File: src/rtl/prll_bs_pkg.sv
// prll_bs_pkg: shared constants and helpers for the parallel bus driver blocks
package prll_bs_pkg;
  localparam logic [7:0] BCAST_ID = 8'hFF;
  localparam int DEST_W = 8;

  function automatic int dest_lsb(input int bits);
    return bits - DEST_W;
  endfunction

  function automatic int ptr_w(input int depth);
    return $clog2(depth);
  endfunction
endpackage

File: src/rtl/prll_bs_fifo_mem.sv
// prll_bs_fifo_mem: dual-port register array, synchronous write, asynchronous read
module prll_bs_fifo_mem import prll_bs_pkg::*; #(
  parameter int bits = 32,
  parameter int depth = 16,
  parameter int aw = ptr_w(depth)
) (
  input  logic            clk,
  input  logic            we,
  input  logic [aw-1:0]   wa,
  input  logic [bits-1:0] wd,
  input  logic [aw-1:0]   ra,
  output logic [bits-1:0] rd
);
  logic [bits-1:0] mem [depth];
  // write port; contents are intentionally left uninitialised
  always_ff @(posedge clk)
    if (we) mem[wa] <= wd;
  assign rd = mem[ra];
endmodule

File: src/rtl/prll_bs_drvr_fifo.sv
// prll_bs_drvr_fifo: per-driver first-word-fall-through FIFO feeding the bus arbiter
module prll_bs_drvr_fifo import prll_bs_pkg::*; #(
  parameter int bits = 32,
  parameter int depth = 16,
  parameter int almost_full_lvl = 12
) (
  input  logic                      clk,
  input  logic                      reset,
  input  logic                      push,
  input  logic [bits-1:0]           D_push,
  input  logic                      pop,
  output logic [bits-1:0]           D_pop,
  output logic                      pndng,
  output logic                      full,
  output logic                      almost_full,
  output logic [$clog2(depth):0]    count,
  output logic                      overflow,
  output logic                      underflow,
  input  logic                      clr_err
);
  localparam int aw = ptr_w(depth);
  localparam int cw = aw + 1;

  if (depth < 2 || (depth & (depth - 1)) != 0) begin : g_bad_depth
    $error("prll_bs_drvr_fifo: depth must be a power of two and at least 2");
  end
  if (almost_full_lvl < 1 || almost_full_lvl > depth) begin : g_bad_afl
    $error("prll_bs_drvr_fifo: almost_full_lvl must be in 1..depth");
  end

  logic [aw-1:0]   wp, rp;
  logic [bits-1:0] rd;
  logic            pop_eff, push_ok;

  assign pndng       = count != '0;
  assign full        = count == cw'(depth);
  assign almost_full = count >= cw'(almost_full_lvl);
  assign pop_eff     = pop && pndng;
  assign push_ok     = push && (!full || pop_eff);
  assign D_pop       = pndng ? rd : '0;

  prll_bs_fifo_mem #(.bits(bits), .depth(depth)) u_mem (
    .clk(clk),
    .we(push_ok),
    .wa(wp),
    .wd(D_push),
    .ra(rp),
    .rd(rd)
  );

  // pointers, occupancy and sticky error flags; a new error beats clr_err
  always_ff @(posedge clk or posedge reset)
    if (reset) begin
      wp        <= '0;
      rp        <= '0;
      count     <= '0;
      overflow  <= 1'b0;
      underflow <= 1'b0;
    end else begin
      if (push_ok) wp <= wp + aw'(1);
      if (pop_eff) rp <= rp + aw'(1);
      count     <= count + cw'(push_ok) - cw'(pop_eff);
      overflow  <= (overflow && !clr_err) || (push && !push_ok);
      underflow <= (underflow && !clr_err) || (pop && !pndng);
    end
endmodule

File: config.mk
export PLATFORM = sky130hd
export DESIGN_NAME = prll_bs_drvr_fifo
export DESIGN_NICKNAME = d
export VERILOG_FILES = /design/src/rtl/prll_bs_pkg.sv /design/src/rtl/prll_bs_fifo_mem.sv /design/src/rtl/prll_bs_drvr_fifo.sv
export SDC_FILE = /design/constraint.sdc
export NUM_CORES = 1
export LEC_CHECK = 0
export CAP_MARGIN = 20
export CORE_MARGIN = 1.5
export CORE_UTILIZATION = 55
export CTS_BUF_LIST = sky130_fd_sc_hd__clkbuf_8
export CTS_CLUSTER_SIZE = 20
export DETAILED_ROUTE_END_ITERATION = 6
export PLACE_DENSITY = 0.73
export SYNTH_ARGS = -nofsm -noshare
export SYNTH_HDL_FRONTEND = slang
export SYNTH_SLANG_ARGS = --single-unit
File: constraint.sdc
create_clock -name clk -period 4.3 [get_ports clk]
set_input_delay 0.645 -clock clk [delete_from_list [all_inputs] [get_ports clk]]
set_output_delay 0.645 -clock clk [all_outputs]
set_load 0.05 [all_outputs]
; Word-level counts from Yosys, hierarchy flattened
; Memories as Yosys holds them, arrays and structs flattened.
; Cells that the tools add are included.
[op_classes]
n_reduce_logical = 14
n_eq_ne = 1
bitwise = 0
n_addsub = 4
n_lt_le_gt_ge = 1
mux = 3
n_mul = 0
div_mod_pow = 0
shifts = 0
[ops]
columns = cell, n
row1 = 32-bit 2-to-1 mux, 1
row2 = 4-bit by 1-bit adder with 4-bit output (second input constant), 2
row3 = 1-bit logical AND, 6
row4 = 5-bit by 1-bit adder with 5-bit output, 1
row5 = 5-bit equality test (second input constant), 1
row6 = 5-bit by 4-bit greater-or-equal comparator with 1-bit output (second input constant), 1
row7 = 5-bit nonzero test, 1
row8 = 5-bit by 1-bit subtractor with 5-bit output, 1
row9 = 1-bit logical NOT, 4
row10 = 1-bit logical OR, 3
row11 = 1-bit 2-to-1 mux, 2
[totals]
mem_bits_ro = 0
ramBits = 512
ff_bits = 15
in_bits = 37
wordCells = 29
n_memories = 1
latch_bits = 0
[memory_table]
columns = name, depth, word_bits, rd, rd_ports_with_merged_regs, wr, line
row1 = u_mem.mem, 16, 32, 1, 0, 1, prll_bs_fifo_mem.sv:14  ; logic [bits-1:0] mem [depth];

; Logic depth before layout (Yosys ltp)
[depth]
word_depth = 7
mapped_depth = 14

; Modules after synthesis
; From an unflattened synthesis, not the netlist that was laid out.
[hier_totals]
cells_unflattened = 908
hier_area_um2 = 20251.9
[by_module_without_submodules]
columns = module, area_each_um2, instances, seq_area_each_um2, cells_per_inst
row1 = prll_bs_fifo_mem, 19213.4, 1, 15374.7, 806
row2 = prll_bs_drvr_fifo, 1038.5, 1, 375.4, 102

; Worst setup path after synthesis
; Ideal clock, no wire load.
[synth_path]
kind = reg2reg
startpoint = register count[2]
endpoint = memory u_mem.mem[3][0], enable pin
n_path_buf = 0
slack_ns = -0.426
path_stages_with_launch = 7
setup_time_ns = 0.461
arrival_ns = 4.265
required_time_ns = 3.839
cell_sequence = dfrtp_1 > inv_1 > ha_1 > and4bb_2 > a21boi_1 > nand2_1 > nor3_1
[synth_between]
elab_chain_len = 6
word_cells_on_any_way = 8
[synth_rtl]
columns = element, line
row1 = from (decl), prll_bs_drvr_fifo.sv:16  ; output logic [$clog2(depth):0] count,
row2 = from (signal assigned), prll_bs_drvr_fifo.sv:62  ; count <= count + cw'(push_ok) - cw'(pop_eff);
row3 = 5-bit equality test, prll_bs_drvr_fifo.sv:36  ; assign full = count == cw'(depth);
row4 = named net full, prll_bs_drvr_fifo.sv:14  ; output logic full,
row5 = 1-bit logical NOT, prll_bs_drvr_fifo.sv:39  ; assign push_ok = push && (!full || pop_eff);
row6 = 1-bit logical OR, prll_bs_drvr_fifo.sv:39
row7 = 1-bit logical AND, prll_bs_drvr_fifo.sv:39
row8 = 1-bit 2-to-1 mux, prll_bs_fifo_mem.sv:17  ; if (we) mem[wa] <= wd;
row9 = 1-bit 2-to-1 mux (implied by the code), prll_bs_fifo_mem.sv:17
row10 = to (decl), prll_bs_fifo_mem.sv:14
; The timed path passes the listed nets, and every way through them passes these cells.

; Worst setup path after layout
[layout_path]
startpoint = register count[2]
endpoint = output D_pop[2]
[layout_between]
elab_chain_len = 2
[layout_rtl]
columns = element, line
row1 = 5-bit nonzero test, prll_bs_drvr_fifo.sv:35  ; assign pndng = count != '0;
row2 = 32-bit 2-to-1 mux, prll_bs_drvr_fifo.sv:40  ; assign D_pop = pndng ? rd : '0;
row3 = to (decl), prll_bs_drvr_fifo.sv:12  ; output logic [bits-1:0] D_pop,
; No other way between the ends.

==> run_results.csv <==
group,metric,value,unit
yosys,synth_area,20400,µm²
setup_path,slowest_stage,"nor2b_4",
setup_path,cp_slowest_stage_delay,0.72,ns
run,max_cap_viol_count,0,
global_route,grt_pass1_vias,10600,
yosys,synthCells,995,
setup_path,reg2reg_setup_slack,1.38,ns
setup_path,cpMostUsedCell,"buf_4",
sta,max_freq,0.268,GHz
detailed_routing,initialDrtViolationCount,863,
finish,syn_to_final_growth,15.4,%
yosys,async_reset_ff_share,2.85,%
sta,setup_slack,0.565,ns
sta,min_period,3.74,ns
detailed_routing,vias,10300,
setup_path,endpoint_kind,"output port",
global_route,grt_max_degree,42,
power,vdd_ir_drop_max,569,µV
finish,num-nets-final,1190,
clock_tree,cts_tree,"yes",
setup_path,critPathArrivalTime,3.09,ns
global_route,gr-total-overflow,0,
power,p_leak,8.01,nW
finish,antennaDiodeCount,0,
clock_tree,clock_path_buffers,3,
floorplanning,die_y,195,µm
placement,io_buffers,78,
placement,place.gp.congestion,0.783,
setup_path,path_max_fanout,25,
global_route,antenna_found_initial,0,
finish,drive_above_1_share,22.5,%
placement,dp.final_hpwl,25.1,mm
floorplanning,ios,79,
sta,tightest_slew,0.868,ns
global_route,track_usage,23.6,%
detailed_routing,drc,0,
floorplanning,start_util,55.8,%
detailed_routing,wl_per_cell,26.5,µm
yosys,ys_ff_latch,527,
global_route,grt_pass1_wl,65.5,mm
sta,rsz0062_at_grt,"no",
setup_path,path_delay_family,"simple AND/OR/NAND/NOR gates",
sta,maxSlewHeadroom,42.0,%
yosys,synth_warnings,0,
sta,finalCritPeriodShare,86.9,%
clock_tree,clockRootBuffer,"clkbuf_8",
detailed_routing,antenna_left,0,
setup_path,critPathBufInv,3,
detailed_routing,first_pass_iters,5,
clock_tree,clk_latency,0.61,ns
setup_path,cp.required,3.65,ns
clock_tree,post-cts-setup-buffers,0,
detailed_routing,drt_wl_total,44.0,mm
sta,finClkSkew,0.0180,ns
clock_tree,cts_buffers,83,
placement,pre_cts_ws,1.13,ns
yosys,synth_edf_count,512,
floorplanning,dieArea,38200,µm²
clock_tree,cts-hold-fix-buffers,0,
yosys,ys_seq_area_share,77.3,%
sta,fin_setup_tns,0,ns
setup_path,path_cells,"inv_1, ha_1, or4b_4, nor2b_4, buf_4, and3_1, a221o_1, buf_4",
setup_path,crit_type,"reg -> out",
floorplanning,fp.dieW,195,µm
floorplanning,coreArea,36500,µm²
floorplanning,rows,70,
clock_tree,clock_sinks,527,
sta,drv_slew,0,
yosys,synth_nets,1045,
setup_path,startpoint_type,"flip-flop",
yosys,ys_dominant_reg_cell,"edfxtp_1",
power,p_per_area,710,nW/µm²
clock_tree,htree_num_levels,3,
clock_tree,clk_pin_slew,0.06,ns
yosys,avgSynthCellArea,20.5,µm²
sta,hold_violations,0,
worst_hold_path,hp-class,"in -> async",
clock_tree,postCtsResizedCells,0,
yosys,ys_types,36,
detailed_routing,avgViaCountPerCell,6.17,
status,outcome,"completed",
sta,finalSetupViolCount,0,
## layer usage
metal | wire length, µm | vias to the layer above | track usage, %
li1 | - | 4404 | -
met1 | 18100 | 5338 | 32.3
met2 | 22000 | 446 | 38.9
met3 | 2920 | 63 | 4.40
met4 | 918 | 0 | 7.32
met5 | 0 | - | 0
## state kept, by name, indices dropped and copies added, names as in the netlist
| name | count |
|---|---|
| u_mem.mem | 512 |
| count | 5 |
| rp | 4 |
| wp | 4 |
| overflow | 1 |
| underflow | 1 |
## area by class of cell
class | count | area, µm²
sequential | 527 | 15800
fill | 2478 | 13000
multi-input combinational | 397 | 4430
clock buffer | 88 | 1210
timing repair buffer | 118 | 1140
tap | 468 | 586
clock inverter | 50 | 334
inverter | 13 | 48.8
## synth_stat cells (2+ instances only)
| master | number | share of area (%) |
|---|---|---|
| nor2b_1 | 2 | 0.061 |
| xnor2_1 | 7 | 0.30 |
| a22oi_1 | 64 | 2.4 |
| nand2_1 | 14 | 0.26 |
| nand4_1 | 2 | 0.061 |
| xor2_1 | 2 | 0.086 |
| and3_1 | 32 | 0.98 |
| a21oi_1 | 2 | 0.049 |
| nand2b_1 | 3 | 0.092 |
| nor2_1 | 15 | 0.28 |
| inv_1 | 13 | 0.24 |
| buf_1 | 5 | 0.092 |
| mux4_2 | 64 | 7.1 |
| clkbuf_1 | 24 | 0.44 |
| mux2i_1 | 128 | 6.3 |
| buf_6 | 5 | 0.28 |
| dfrtp_1 | 15 | 1.8 |
| nor3_1 | 4 | 0.098 |
| a221o_1 | 31 | 1.5 |
| a221o_2 | 2 | 0.11 |
| ha_1 | 12 | 0.74 |
| edfxtp_1 | 512 | 76 |
| buf_2 | 24 | 0.59 |
## logic make-up after synthesis
logic type / Yosys count / share of synthesized area, %
mux: 192 / 13.4
xor+xnor: 9 / 0.387
flops: 527 / 77.3
simple gates: 78 / 2.15
buf+inv: 71 / 1.64
fa+ha+maj: 13 / 0.836
compound gates: 105 / 4.27
## metrics by stage
step / total power [W] / utilization [%] / area [µm²] / instances / hold slack, ns
after floorplan: 0.0108 / - / 20400 / 995 / 0.530
after global placement: 0.0128 / 60.1 / 22000 / 1523 / 0.479
after detailed placement: 0.0129 / 60.1 / 22000 / 1523 / 0.491
after CTS: 0.0168 / 64.4 / 23500 / 1661 / 0.392
after global routing: 0.0173 / 64.4 / 23500 / 1661 / 0.442
final: 0.0167 / 64.4 / 23500 / 1661 / 0.403
## final timing paths
kind	endpoint	start	cells after the start
worst min-delay path	rp[2]$_DFFE_PP0N_	reset	2
min in group clk	underflow$_DFF_PP0_	underflow$_DFF_PP0_	1
worst min register to register	underflow$_DFF_PP0_	underflow$_DFF_PP0_	1
worst max-delay path	D_pop[2]	count[2]$_DFF_PP0_	8
worst max register to register	u_mem.mem[6][19]$_DFFE_PP_	count[2]$_DFF_PP0_	8
max in group asynchronous	rp[1]$_DFFE_PP0N_	reset	2
## cells in the final DEF, fill, tap and decap left out, types with 9 or more instances in the layout
cell type	count
edfxtp_1	512
mux2i_1	128
clkbuf_8	88
mux4_2	64
a22oi_1	64
buf_4	61
clkdlybuf4s50_1	46
inv_1	37
and3_1	32
a221o_1	31
nand2_1	14
nor2_4	13
dfrtp_1	13
ha_1	12
clkinv_1	11
buf_12	11
clkinv_2	9
## worst register-to-register path, delay by kind of cell, from the launching register on
family | cells | cell delay [ns]
and+or+nand+nor | 3 | 1.10
AOI/OAI and AO/OA | 1 | 0.15
buffers and inverters | 3 | 0.71
DFF | 1 | 0.43
adders and majority gates | 1 | 0.21
## where the power goes
group	switching (W)	total (W)	internal, W
clock	0.00181	0.00398	0.00217
combinational	0.00382	0.00614	0.00232
sequential	0.000365	0.00658	0.00621
total	0.00600	0.0167	0.0107
Note: power is estimated with default switching activity, not from simulation.
==> patch 1, RTL diff (same flow settings) <==
`bits` is set to 32 in 2 places; all go to 16.
--- a/src/rtl/prll_bs_fifo_mem.sv
+++ b/src/rtl/prll_bs_fifo_mem.sv
@@ -1,6 +1,6 @@
 // prll_bs_fifo_mem: dual-port register array, synchronous write, asynchronous read
 module prll_bs_fifo_mem import prll_bs_pkg::*; #(
-  parameter int bits = 32,
+  parameter int bits = 16,
   parameter int depth = 16,
   parameter int aw = ptr_w(depth)
 ) (
--- a/src/rtl/prll_bs_drvr_fifo.sv
+++ b/src/rtl/prll_bs_drvr_fifo.sv
@@ -1,6 +1,6 @@
 // prll_bs_drvr_fifo: per-driver first-word-fall-through FIFO feeding the bus arbiter
 module prll_bs_drvr_fifo import prll_bs_pkg::*; #(
-  parameter int bits = 32,
+  parameter int bits = 16,
   parameter int depth = 16,
   parameter int almost_full_lvl = 12
 ) (
Ports: changed (resized D_pop and D_push); port bits go from 79 to 47. The function was not compared with the original's and may differ.
==> patch 1 against the unedited design <==
- area after synthesis shrank 48%
- sequential share of layout area fell by 2.3 points
- wire length down 51%
- sequential cell count fell by 256
- final area decreased by 47%
- maximum frequency decreased by 4.6%
- critical endpoint is now D_pop[0]
- power down 47%
- critical path depth fell by 2
- register-to-register slack lost 390 ps
- setup slack got worse by 180 ps
==> patch 1: results <==
[worst_setup_path]
crit_slowest_cell = clkdlybuf4s50_1
cpLargestDelayFamily = buffers and inverters
critPathMaxFanout = 20
ff2ff_path_depth = 13
slowest_delay_ps = 860
crit_path_start = rp[3]
crit_path_end = D_pop[0]

[cells_and_area]
clock_area_share_pct = 6.670
seq_area_mm2 = 0.008069
fin_nets = 634
fillerInstances = 1264
drive_gt1_share_pct = 27.65
nClkBuffers = 47
multi_input_area_share_pct = 19.72
multi_input_gates = 195

[synthesis]
synth_nets = 539
synth_mux_area_share_pct = 16.79
synthDistinctLibCells = 32
ys_ff_latch = 271
seq_area_frac_synth_pct = 75.51

[grt]
antenna_found_initial = 1
grt_pass1_vias = 5472
grt_pass1_wl_um = 32730

[pwr]
power.leakage_uw = 0.004216
internal-power_uw = 5747
peakVddDrop_v = 0.0009675

[routing]
drtIter0Drc = 450
vias = 5182
wl_um = 21530

[place]
numPortBuffers = 46
routabilityCongestion = 0.8619

[clocking]
cts_buffers = 44
htree_levels = 2
clock_latency_ps = 540

[sta]
worstMarginPinSlew_ps = 765.2

[status]
outcome = finished clean
==> patch 1: changes by cell type after synthesis, sizes merged, moves of 3 or more <==
cell and delta:
and3 -33, mux2 +17, nor2b -3, a221o -32, clkbuf -18, o21ai +16
buf -14, a21oi +16, mux2i -112, a22oi -64, nand2 -5, edfxtp -256
==> patch 1: layer usage <==
layer	global-route usage (%)	vias up	wire (um)
met5	0	-	0
met4	7.651	0	430
met3	4.711	27	1421
met2	36.30	219	10640
met1	31.47	2682	9031
li1	-	2254	-
==> patch 1: metrics by stage <==
stage	cell area [um2]	instances	setup slack [ps]	hold WS (ps)	utilization [%]
after global placement	11590	813	887.0	472.4	61.37
final	12460	894	386.2	496.3	65.93
after CTS	12430	892	278.6	501.2	65.77
after floorplan	10680	505	875.0	546.5	-
after global routing	12460	894	234.8	525.1	65.93
after detailed placement	11590	813	884.1	488.4	61.37
==> patch 2, RTL diff (same flow settings) <==
Without the edit above. Put one more register stage on the output `underflow`, cleared by the reset. The value now appears one clock later. The other outputs are not delayed to match.
--- a/src/rtl/prll_bs_drvr_fifo.sv
+++ b/src/rtl/prll_bs_drvr_fifo.sv
@@ -20,6 +20,8 @@
 );
   localparam int aw = ptr_w(depth);
   localparam int cw = aw + 1;
+
+  logic underflow_s0;
 
   if (depth < 2 || (depth & (depth - 1)) != 0) begin : g_bad_depth
     $error("prll_bs_drvr_fifo: depth must be a power of two and at least 2");
@@ -55,13 +57,21 @@
       rp        <= '0;
       count     <= '0;
       overflow  <= 1'b0;
-      underflow <= 1'b0;
+      underflow_s0 <= 1'b0;
     end else begin
       if (push_ok) wp <= wp + aw'(1);
       if (pop_eff) rp <= rp + aw'(1);
       count     <= count + cw'(push_ok) - cw'(pop_eff);
       overflow  <= (overflow && !clr_err) || (push && !push_ok);
-      underflow <= (underflow && !clr_err) || (pop && !pndng);
+      underflow_s0 <= (underflow_s0 && !clr_err) || (pop && !pndng);
     end
+  always_ff @(posedge clk or posedge reset) begin
+      if (reset) begin
+          underflow <= '0;
+      end else begin
+          underflow <= underflow_s0;
+      end
+  end
+
 endmodule
 
Behaviour: not the same (a bounded check fails within 4 cycles, from zero or initial values and one cycle with reset high).
==> patch 2 against the unedited design <==
- maximum frequency fell by 3.4%
- core utilization fell by 0.30 points
- sequential power fell by 0.6%
- critical path depth fell by 2
- setup slack got worse by 130 ps
- non-clock buffer count fell by 3
- sequential cell count rose by 1
- via count fell by 1.3%
- power fell by 1.9%
- global-route usage fell by 0.68 points
- wire length fell by 3.6%
- final area fell by 0.47%
- area after synthesis rose by 0.12%
- critical path type unchanged
- largest cell class unchanged
==> patch 2: results <==
[routing]
viasPerCell = 6.061
wl_um = 42420
wl_met2_um = 21220
wl_met1_um = 17870
top_layer = met4
drtIter0Drc = 763
route.met3.wl_um = 2346

[place]
place_hpwl_um = 22380
numPortBuffers = 78
dpl_cell_area_mm2 = 0.02191
routabilityCongestion = 0.7141

[worst_setup_path]
crit_path_end = D_pop[19]
r2r-end = u_mem.mem[12][23]
ff2ff_setup_slack_ps = 1300
critPathMaxFanout = 35
critical_path_arrival_ps = 3220
crit_path_start = rp[0]

[synthesis]
synth_edf_count = 512
seq_area_frac_synth_pct = 77.37
synth_area_leaders = edfxtp_1, mux4_2, mux2i_1, a22oi_1, dfrtp_1
synth_nets = 1046

[status]
outcome = finished clean

[sta]
slew_headroom_pct = 46.57
fin_skew_ps = 28.36

[grt]
grt_max_degree = 97
grt_use_total_pct = 22.88
grt_pass1_wl_um = 63730
grt_pass1_vias = 10414

[clocking]
clock_latency_ps = 630

[pwr]
p_comb_share_pct = 37.0
pwr-share-seq_pct = 39.9
peakVddDrop_v = 0.0006349
power.leakage_uw = 0.008001
swShare_pct = 36.18

[hold_path]
hold_path.class = reg2reg

[cells_and_area]
fin_nets = 1188
drive_gt1_share_pct = 21.40
## patch 2: logic make-up (layout without fill, tap and decap cells)
kind of cell | after synthesis | after routing | share of synthesized area, %
flip-flops | 528 | 528 | 77.37
adder cells (fa/ha/maj) | 13 | 13 | 0.8346
multiplexers | 192 | 192 | 13.35
buffers and inverters | 71 | 276 | 1.639
XOR/XNOR | 9 | 9 | 0.3866
AND/OR/NAND/NOR | 78 | 78 | 2.148
AO/OA/AOI/OAI | 105 | 105 | 4.265
## patch 2: layer usage
layer  vias up  global-route usage, %
li1       4423                      -
met1      5272                  31.00
met2       343                  37.88
met3        77                  4.180
met4         0                  7.695
met5         -                      0
## patch 2: through the flow
| stage | worst slack, ps | power [uW] | util [%] | cells |
|---|---|---|---|---|
| after floorplan | 427.4 | 10850 | - | 996 |
| after CTS | 375.5 | 16520 | 64.05 | 1669 |
| after global routing | 280.2 | 17060 | 64.05 | 1669 |
| after detailed placement | 1076 | 12740 | 60.00 | 1521 |
| after global placement | 1107 | 12660 | 60.00 | 1521 |
| final | 434.0 | 16380 | 64.05 | 1669 |
## patch 2: worst min-delay path by stage
stage	start	endpoint	slack [ps]	cells after the start
2_1_floorplan	underflow_s0	underflow	360	0
3_3_place_gp	underflow_s0	underflow	370	0
3_5_place_dp	underflow_s0	underflow	370	0
4_1_cts	underflow_s0	underflow	390	0
5_1_grt	underflow_s0	underflow	400	0
6_report	underflow_s0	underflow	390	0
## patch 2: final cells by class
class                      instances  area (um2)
sequential                       528       15780
fill                            2451       13130
multi-input combinational        397        4429
clock buffer                      89        1225
timing repair buffer             115        1066
tap                              468       585.6
clock inverter                    59       256.5
inverter                          13       48.80
## patch 2: critical path: stages (launching register included)
cell	delay [ps]
dfrtp_4	880
nor2b_2	260
buf_4	460
a22oi_1	180
and3_1	230
a221o_1	340
buf_4	220
